**src/rtl/alu_pipe_div.sv**
```systemverilog
// Select-coded ALU with a valid/ready input handshake and a one-cycle result strobe.
// Add, sub and mul complete in one cycle. Divide uses an iterative restoring divider.
module alu_pipe_div #(
    parameter int         WIDTH  = 40,
    parameter logic [4:0] OP_ADD = 5'b00101,
    parameter logic [4:0] OP_SUB = 5'b00110,
    parameter logic [4:0] OP_MUL = 5'b01000,
    parameter logic [4:0] OP_DIV = 5'b01011
) (
    input  logic             clk,
    input  logic             rst,
    input  logic [WIDTH-1:0] a,
    input  logic [WIDTH-1:0] b,
    input  logic [4:0]       s,
    input  logic             in_valid,
    output logic             in_ready,
    output logic [WIDTH-1:0] out,
    output logic [WIDTH-1:0] rem,
    output logic             out_valid,
    output logic             cv,
    output logic             dz,
    output logic             err
);

    localparam int CW = $clog2(WIDTH + 1);

    typedef enum logic {IDLE, DIV} state_t;

    state_t             state_q, state_d;
    logic [WIDTH-1:0]   out_q, out_d;
    logic [WIDTH-1:0]   rem_q, rem_d;
    logic               out_valid_q, out_valid_d;
    logic               cv_q, cv_d;
    logic               dz_q, dz_d;
    logic               err_q, err_d;
    logic [WIDTH-1:0]   div_rem_q, div_rem_d;
    logic [WIDTH-1:0]   div_quo_q, div_quo_d;
    logic [WIDTH-1:0]   divisor_q, divisor_d;
    logic [CW-1:0]      cnt_q, cnt_d;

    logic               accept;
    logic [WIDTH:0]     sum;
    logic [2*WIDTH-1:0] prod;
    logic [WIDTH:0]     div_shift;
    logic [WIDTH:0]     div_sub;
    logic               div_ge;
    logic [WIDTH-1:0]   rem_next;
    logic [WIDTH-1:0]   quo_next;

    assign in_ready  = (state_q == IDLE) && !rst;
    assign accept    = in_valid && in_ready;
    assign sum       = {1'b0, a} + {1'b0, b};
    assign prod      = {{WIDTH{1'b0}}, a} * {{WIDTH{1'b0}}, b};

    // The partial remainder stays below the divisor, so bit WIDTH of the trial difference is its borrow.
    assign div_shift = {div_rem_q, div_quo_q[WIDTH-1]};
    assign div_sub   = div_shift - {1'b0, divisor_q};
    assign div_ge    = !div_sub[WIDTH];
    assign rem_next  = div_ge ? div_sub[WIDTH-1:0] : div_shift[WIDTH-1:0];
    assign quo_next  = {div_quo_q[WIDTH-2:0], div_ge};

    always_comb begin
        state_d     = state_q;
        out_d       = out_q;
        rem_d       = rem_q;
        out_valid_d = 1'b0;
        cv_d        = cv_q;
        dz_d        = dz_q;
        err_d       = err_q;
        div_rem_d   = div_rem_q;
        div_quo_d   = div_quo_q;
        divisor_d   = divisor_q;
        cnt_d       = cnt_q;

        case (state_q)
            IDLE: begin
                if (accept) begin
                    case (s)
                        OP_ADD: begin
                            {cv_d, out_d} = sum;
                            rem_d = '0; dz_d = 1'b0; err_d = 1'b0; out_valid_d = 1'b1;
                        end
                        OP_SUB: begin
                            out_d = a - b;
                            cv_d  = (a < b);
                            rem_d = '0; dz_d = 1'b0; err_d = 1'b0; out_valid_d = 1'b1;
                        end
                        OP_MUL: begin
                            out_d = prod[WIDTH-1:0];
                            cv_d  = |prod[2*WIDTH-1:WIDTH];
                            rem_d = '0; dz_d = 1'b0; err_d = 1'b0; out_valid_d = 1'b1;
                        end
                        OP_DIV: begin
                            if (b == '0) begin
                                out_d = '1; rem_d = a;
                                cv_d = 1'b0; dz_d = 1'b1; err_d = 1'b0; out_valid_d = 1'b1;
                            end else begin
                                div_rem_d = '0;
                                div_quo_d = a;
                                divisor_d = b;
                                cnt_d     = CW'(WIDTH);
                                state_d   = DIV;
                            end
                        end
                        default: begin
                            cv_d = 1'b0; dz_d = 1'b0; err_d = 1'b1; out_valid_d = 1'b1;
                        end
                    endcase
                end
            end
            DIV: begin
                div_rem_d = rem_next;
                div_quo_d = quo_next;
                cnt_d     = cnt_q - CW'(1);
                if (cnt_q == CW'(1)) begin
                    out_d = quo_next; rem_d = rem_next;
                    cv_d = 1'b0; dz_d = 1'b0; err_d = 1'b0; out_valid_d = 1'b1;
                    state_d = IDLE;
                end
            end
            default: state_d = IDLE;
        endcase
    end

    always_ff @(posedge clk) begin
        if (rst) begin
            state_q     <= IDLE;
            out_q       <= '0;
            rem_q       <= '0;
            out_valid_q <= 1'b0;
            cv_q        <= 1'b0;
            dz_q        <= 1'b0;
            err_q       <= 1'b0;
            div_rem_q   <= '0;
            div_quo_q   <= '0;
            divisor_q   <= '0;
            cnt_q       <= '0;
        end else begin
            state_q     <= state_d;
            out_q       <= out_d;
            rem_q       <= rem_d;
            out_valid_q <= out_valid_d;
            cv_q        <= cv_d;
            dz_q        <= dz_d;
            err_q       <= err_d;
            div_rem_q   <= div_rem_d;
            div_quo_q   <= div_quo_d;
            divisor_q   <= divisor_d;
            cnt_q       <= cnt_d;
        end
    end

    assign out       = out_q;
    assign rem       = rem_q;
    assign out_valid = out_valid_q;
    assign cv        = cv_q;
    assign dz        = dz_q;
    assign err       = err_q;

endmodule

```
**config.mk**
```make
export PLATFORM = sky130hd
export DESIGN_NAME = alu_pipe_div
export DESIGN_NICKNAME = d
export VERILOG_FILES = /design/src/rtl/alu_pipe_div.sv
export SDC_FILE = /design/constraint.sdc
export NUM_CORES = 2
export LEC_CHECK = 0
export ABC_AREA = 1
export BUFFER_PORTS_ARGS = -buffer_cell sky130_fd_sc_hd__buf_2
export CORE_MARGIN = 2
export CORE_UTILIZATION = 45
export CTS_BUF_LIST = sky130_fd_sc_hd__clkbuf_8
export DETAILED_ROUTE_END_ITERATION = 8
export PLACE_DENSITY = 0.67
export SKIP_CTS_REPAIR_TIMING = 1
export SLEW_MARGIN = 20
export SYNTH_ARGS = -nofsm -noshare
export SYNTH_HDL_FRONTEND = slang
export SYNTH_SLANG_ARGS = --single-unit
```
**constraint.sdc**
```tcl
create_clock -name clk -period 7.5 [get_ports clk]
set_input_delay 0.75 -clock clk [delete_from_list [all_inputs] [get_ports clk]]
set_output_delay 0.75 -clock clk [all_outputs]
set_load 0.02 [all_outputs]
```
After elaboration in Yosys (flattened, before gate mapping)
Index checks and enable logic that the tools add are counted.
- flip-flop bits (word level): 211
- output and inout port bits: 85
- logic and storage cells: 88
- $add $sub $neg: 4
- multiply operators: 1
- order comparisons: 1
- equality and inequality tests: 12
- muxes and demuxes: 45
- bitwise logic cells: 2
- reduce and logical (&&, ||, !) cells: 12
- operators by type and width (kind ; number):
    $mux W40 ; 13
    $pmux W40 S2 ; 5
    $pmux W40 S4 ; 1
    $mul A40 B40 Y80 ; 1
    $add A40 B40 Y41 ; 1
    $sub A41 B40 Y41 ; 1
    $logic_not A40 Y1 ; 1
    $lt A40 B40 Y1 ; 1
    $reduce_or A40 Y1 ; 1
    $sub A40 B40 Y40 ; 1
    $mux W6 ; 3
    $mux W1 ; 15
    $pmux W1 S2 ; 6
    $pmux W6 S2 ; 1
    $reduce_and A4 Y1 ; 3
    $eq A5 B3 Y1 const B ; 2
    $eq A5 B4 Y1 const B ; 2
    $eq A6 B1 Y1 const B ; 1
    $reduce_and A3 Y1 ; 2
    $sub A6 B1 Y6 const B ; 1
    $ne A5 B1 Y1 const B ; 1
    $ne A2 B1 Y1 const B ; 2
    $ne A2 B2 Y1 const B ; 2
    $pmux W1 S4 ; 1
    6 further kinds ; 9

Depth between registers and ports, before layout
- word-level depth: 5
- mapped depth: 44

Worst setup path before layout
OpenSTA, ideal clock, no wires.
- path type: input-to-reg
- start: in b[8]
- end: reg cv_q, in the netlist cv
- setup time: 132 ps
- arrival: 7410 ps
- data required time: 7368 ps
- setup slack: -42 ps
- cell stages on the path: 38
- buffers on the path: 2
- cell sequence: clkbuf_1 -> clkbuf_1 -> nand2_1 -> fa_1 -> fa_1 -> inv_1 -> fa_1 -> inv_1 -> fa_1 -> inv_1 -> fa_1 -> inv_1 -> fa_1 -> inv_1 -> fa_1 -> inv_1 -> fa_1 -> inv_1 -> [... 2 more ...] -> nor2_1 -> nand2_1 -> nor2_1 -> nand2_1 -> nand3_1 -> nand2_1 -> nand2_1 -> nand2_1 -> nand2_1 -> nand3_1 -> nor2_1 -> nand2_1 -> nor2_1 -> nand3_1 -> nand2_1 -> nand2_1 -> nand2_1 -> a21oi_1
- word-level cells in the longest chain between the ends: 5
- elaborated cells between the ends (all ways): 10
- those cells by class: add/sub: 1; mul: 1; order compare: 1; eq/ne: 1; mux: 3; reduce/logical: 3
- RTL lines (item ; line ; text):
    from (decl) ; 13 ; input logic [WIDTH-1:0] b,
    $mul A40 B40 Y80 ; 53 ; assign prod = {{WIDTH{1'b0}}, a} * {{WIDTH{1'b0}}, b};
    $reduce_or A40 Y1 ; 90 ; cv_d = |prod[2*WIDTH-1:WIDTH];
    $pmux W1 S4 ; 78 ; case (s)
    $mux W1 ; 77 ; if (accept) begin
    $pmux W1 S2 ; 75 ; case (state_q)
    to (signal assigned) ; 143 ; cv_q <= cv_d;
    to (decl) ; 33 ; logic cv_q, cv_d;
Parallel ways exist; a longest one is shown, timed or not. The select of a mux whose other input is x is not followed.
A chain may end at the register's enable or synchronous reset.

Worst setup path after layout
- start: in a[20]
- end: reg cv_q, in the netlist cv
- word-level cells in the longest chain between the ends: 5
- elaborated cells between the ends (all ways): 7
- those cells by class: add/sub: 1; mul: 1; order compare: 1; mux: 3; reduce/logical: 1
- RTL lines (item ; line ; text):
    from (decl) ; 12 ; input logic [WIDTH-1:0] a,
    $mul A40 B40 Y80 ; 53 ;
    $reduce_or A40 Y1 ; 90 ;
    $pmux W1 S4 * ; 78 ;
    $mux W1 * ; 77 ;
    $pmux W1 S2 * ; 75 ;
Every way passes the cells marked *; elsewhere a longest branch is shown, timed or not. The select of a mux whose other input is x is not followed.

==> flow_metrics.tcl <==
set metrics [dict create \
    worst_slew_pin_slew_ps 1070 \
    synth_nets 12200 \
    grt_pass1_vias 68700 \
    cp-end-kind "register" \
    synth_top_family_by_area "adder cells" \
    gp_congestion 1.10 \
    slew_headroom 0.280 \
    layout-drive-gt1-share 0.134 \
    whs_path_depth 2 \
    post-place-ws_ps -1090 \
    synth_compound_area_frac 0.0755 \
    critPathMaxFanout 5 \
    antenna_found_initial 25 \
    holdCritPathClass "reg -> reg" \
    worstRegToRegCells 16 \
    rows 146 \
    wl_microns 288000 \
    rsz0062_at_grt "yes" \
    synthFlopType "dfxtp_1" \
    clock_skew_ps 44.7 \
    status "complete, but fails checks" \
    clock-root-buffer "clkbuf_8" \
    synth_cells 10200 \
    fin_ws_ps -80.6 \
    track_usage 0.347 \
    path_class "in -> reg" \
    htreeDepth 2 \
    firstDrtPassIters 7 \
    crit_path_start_kind "input pin" \
    gr-total-overflow 0 \
    finalHoldViolCount 0 \
    dieWidth_microns 404 \
    vias 67300 \
    worst_ep_arrival_time_ps 8030 \
    synthAdderAreaFrac 0.480 \
    clk_latency_ps 580 \
    final_area_sq_um 84000 \
    fin_nets 12700 \
    die_h_microns 404 \
    cp.required_ps 7950 \
    synth_cell_type_count 53 \
    fin_crit_sh 1.01 \
    clk_pin_slew_worst_paths_ps 90 \
    die_area_sq_um 163000 \
    synth_edf_count 0 \
    syn_area_per_cell_sq_um 7.05 \
    final_antenna_net_count 0 \
    drtIter0Drc 6844 \
    cts_max_path_buffers 3 \
    min_period_ps 7580 \
    dpl_cell_area_sq_um 81000 \
    grt_max_degree 107 \
    drc 0 \
    cts_tree "built" \
    ys_seq_area_frac 0.0588 \
    yosysWarnings 0 \
    fmax_mhz 132 \
    synthXorXnorAreaFrac 0.00597 \
    violations "negative setup slack" \
    cts_sinks 211 \
    area.growth.synth_to_final_pct 16.8 \
    portBuffers 172 \
    via_per_inst 5.22 \
    synthArstFlopShare 0 \
    setup_viol 1 \
    place_hpwl_microns 243000 \
    yosys.area_share.simple 0.196 \
    drv_cap 0 \
    fp.coreArea_sq_um 159000 \
    grt_pass1_wl_microns 423000 \
    synth_area_sq_um 71900 \
    ios 173 \
    cts_buffers 35 \
    max_stage_delay_ps 550 \
    wl_per_cell_microns 22.4 \
    critPathSlowestCell "fa_1" \
    synth-seq-cells 211 \
    initial_core_util 0.453 \
    muxShareOfSynthArea 0 \
    slew_viol_final 0 \
    fin_tns_setup_ps -80.6 \
    cpMostUsedCell "nand2_1" \
]
-- final cells by class --
type / count / area [sq um]
Multi-Input combinational cell: 6480 / 55700
Clock buffer: 40 / 551
Fill cell: 15400 / 74600
Tap cell: 2072 / 2590
Inverter: 2991 / 11200
Clock inverter: 22 / 165
Timing Repair Buffer: 1048 / 9410
Antenna cell: 36 / 90.1
Sequential cell: 211 / 4230
-- cell families after synthesis --
logic type | Yosys count
flops | 211
xor+xnor | 49
fa+ha+maj | 1892
compound gates | 978
buf+inv | 3506
simple gates | 3561
-- cell usage in the layout, fill, tap and decap left out, types with 18 or more instances in the layout --
master    count
a21oi_1     391
a21oi_2      31
a31oi_1     126
buf_12      124
buf_2       138
buf_4       738
buf_6        22
clkbuf_8     40
dfxtp_1     210
diode_2      36
fa_1       1421
fa_2         25
ha_1        420
ha_4         22
inv_1      2969
inv_2        28
nand2_1    2668
nand2_2      82
nand3_1     243
nand3_2      18
nand4_1      47
nor2_1      320
nor2_2       40
nor2_4       20
nor3_1       36
o211ai_1     50
o21ai_0     220
o21ai_1      73
o21bai_1     19
or2_2        29
xnor2_1      21
xor2_1       28
-- flip-flops by register name, summed over array words and instances (netlist names) --
name and cells:
cnt_q 6, state_q 1, divisor_q 40, rem 40, dz 1, cv 1
div_rem_q 40, out_valid 1, out 40, div_quo_q 40, err 1
-- path summary, 6_finish.rpt --
path                 end          start  slack, ps
setup / recovery      cv          a[20]        -80
hold / removal        dz             dz        460
setup reg to reg  rem[1]  div_quo_q[39]       3130
hold reg to reg       dz             dz        460
-- synth_stat cells (all sizes together), types with 8 or more instances --
master,count,area share
inv,2989,0.16
nand2,2764,0.14
fa,1446,0.40
clkbuf,470,0.025
ha,446,0.078
a21oi,425,0.030
nor2,380,0.020
o21ai,302,0.021
nand3,262,0.018
dfxtp,211,0.059
a31oi,126,0.011
o211ai,50,0.0052
nand4,47,0.0041
buf,45,0.0030
nor3,42,0.0030
or2,29,0.0025
xor2,28,0.0034
o21bai,22,0.0024
xnor2,21,0.0026
nor4,14,0.0012
a21o,12,0.0013
o21a,11,0.0011
nand3b,10,0.0010
a21boi,8,0.00084
-- metrics by stage --
stage               utilization  cells  hold slack [ps]
finish                    0.530  12900              456
global route              0.530  12900              501
CTS                       0.515  12800              456
detailed placement        0.511  12800              447
global placement          0.511  12800              449
floorplan                     -  10200              455
-- layer usage --
| layer | global-route usage | up-vias | wire, microns |
|---|---|---|---|
| met2 | 0.550 | 3192 | 130000 |
| li1 | - | 30500 | - |
| met4 | 0.198 | 0 | 20000 |
| met5 | 0 | - | 0 |
| met1 | 0.459 | 32900 | 115000 |
| met3 | 0.0472 | 712 | 24200 |
-- worst max-delay path, delay by kind of cell --
family	cells	cell delay (ps)
fa+ha+maj	9	4390
compound gates	2	150
simple gates	17	1470
buf+inv	13	1200
Power is not shown: default switching activity piles up to over one toggle a cycle in this logic, so the estimate is an artifact.
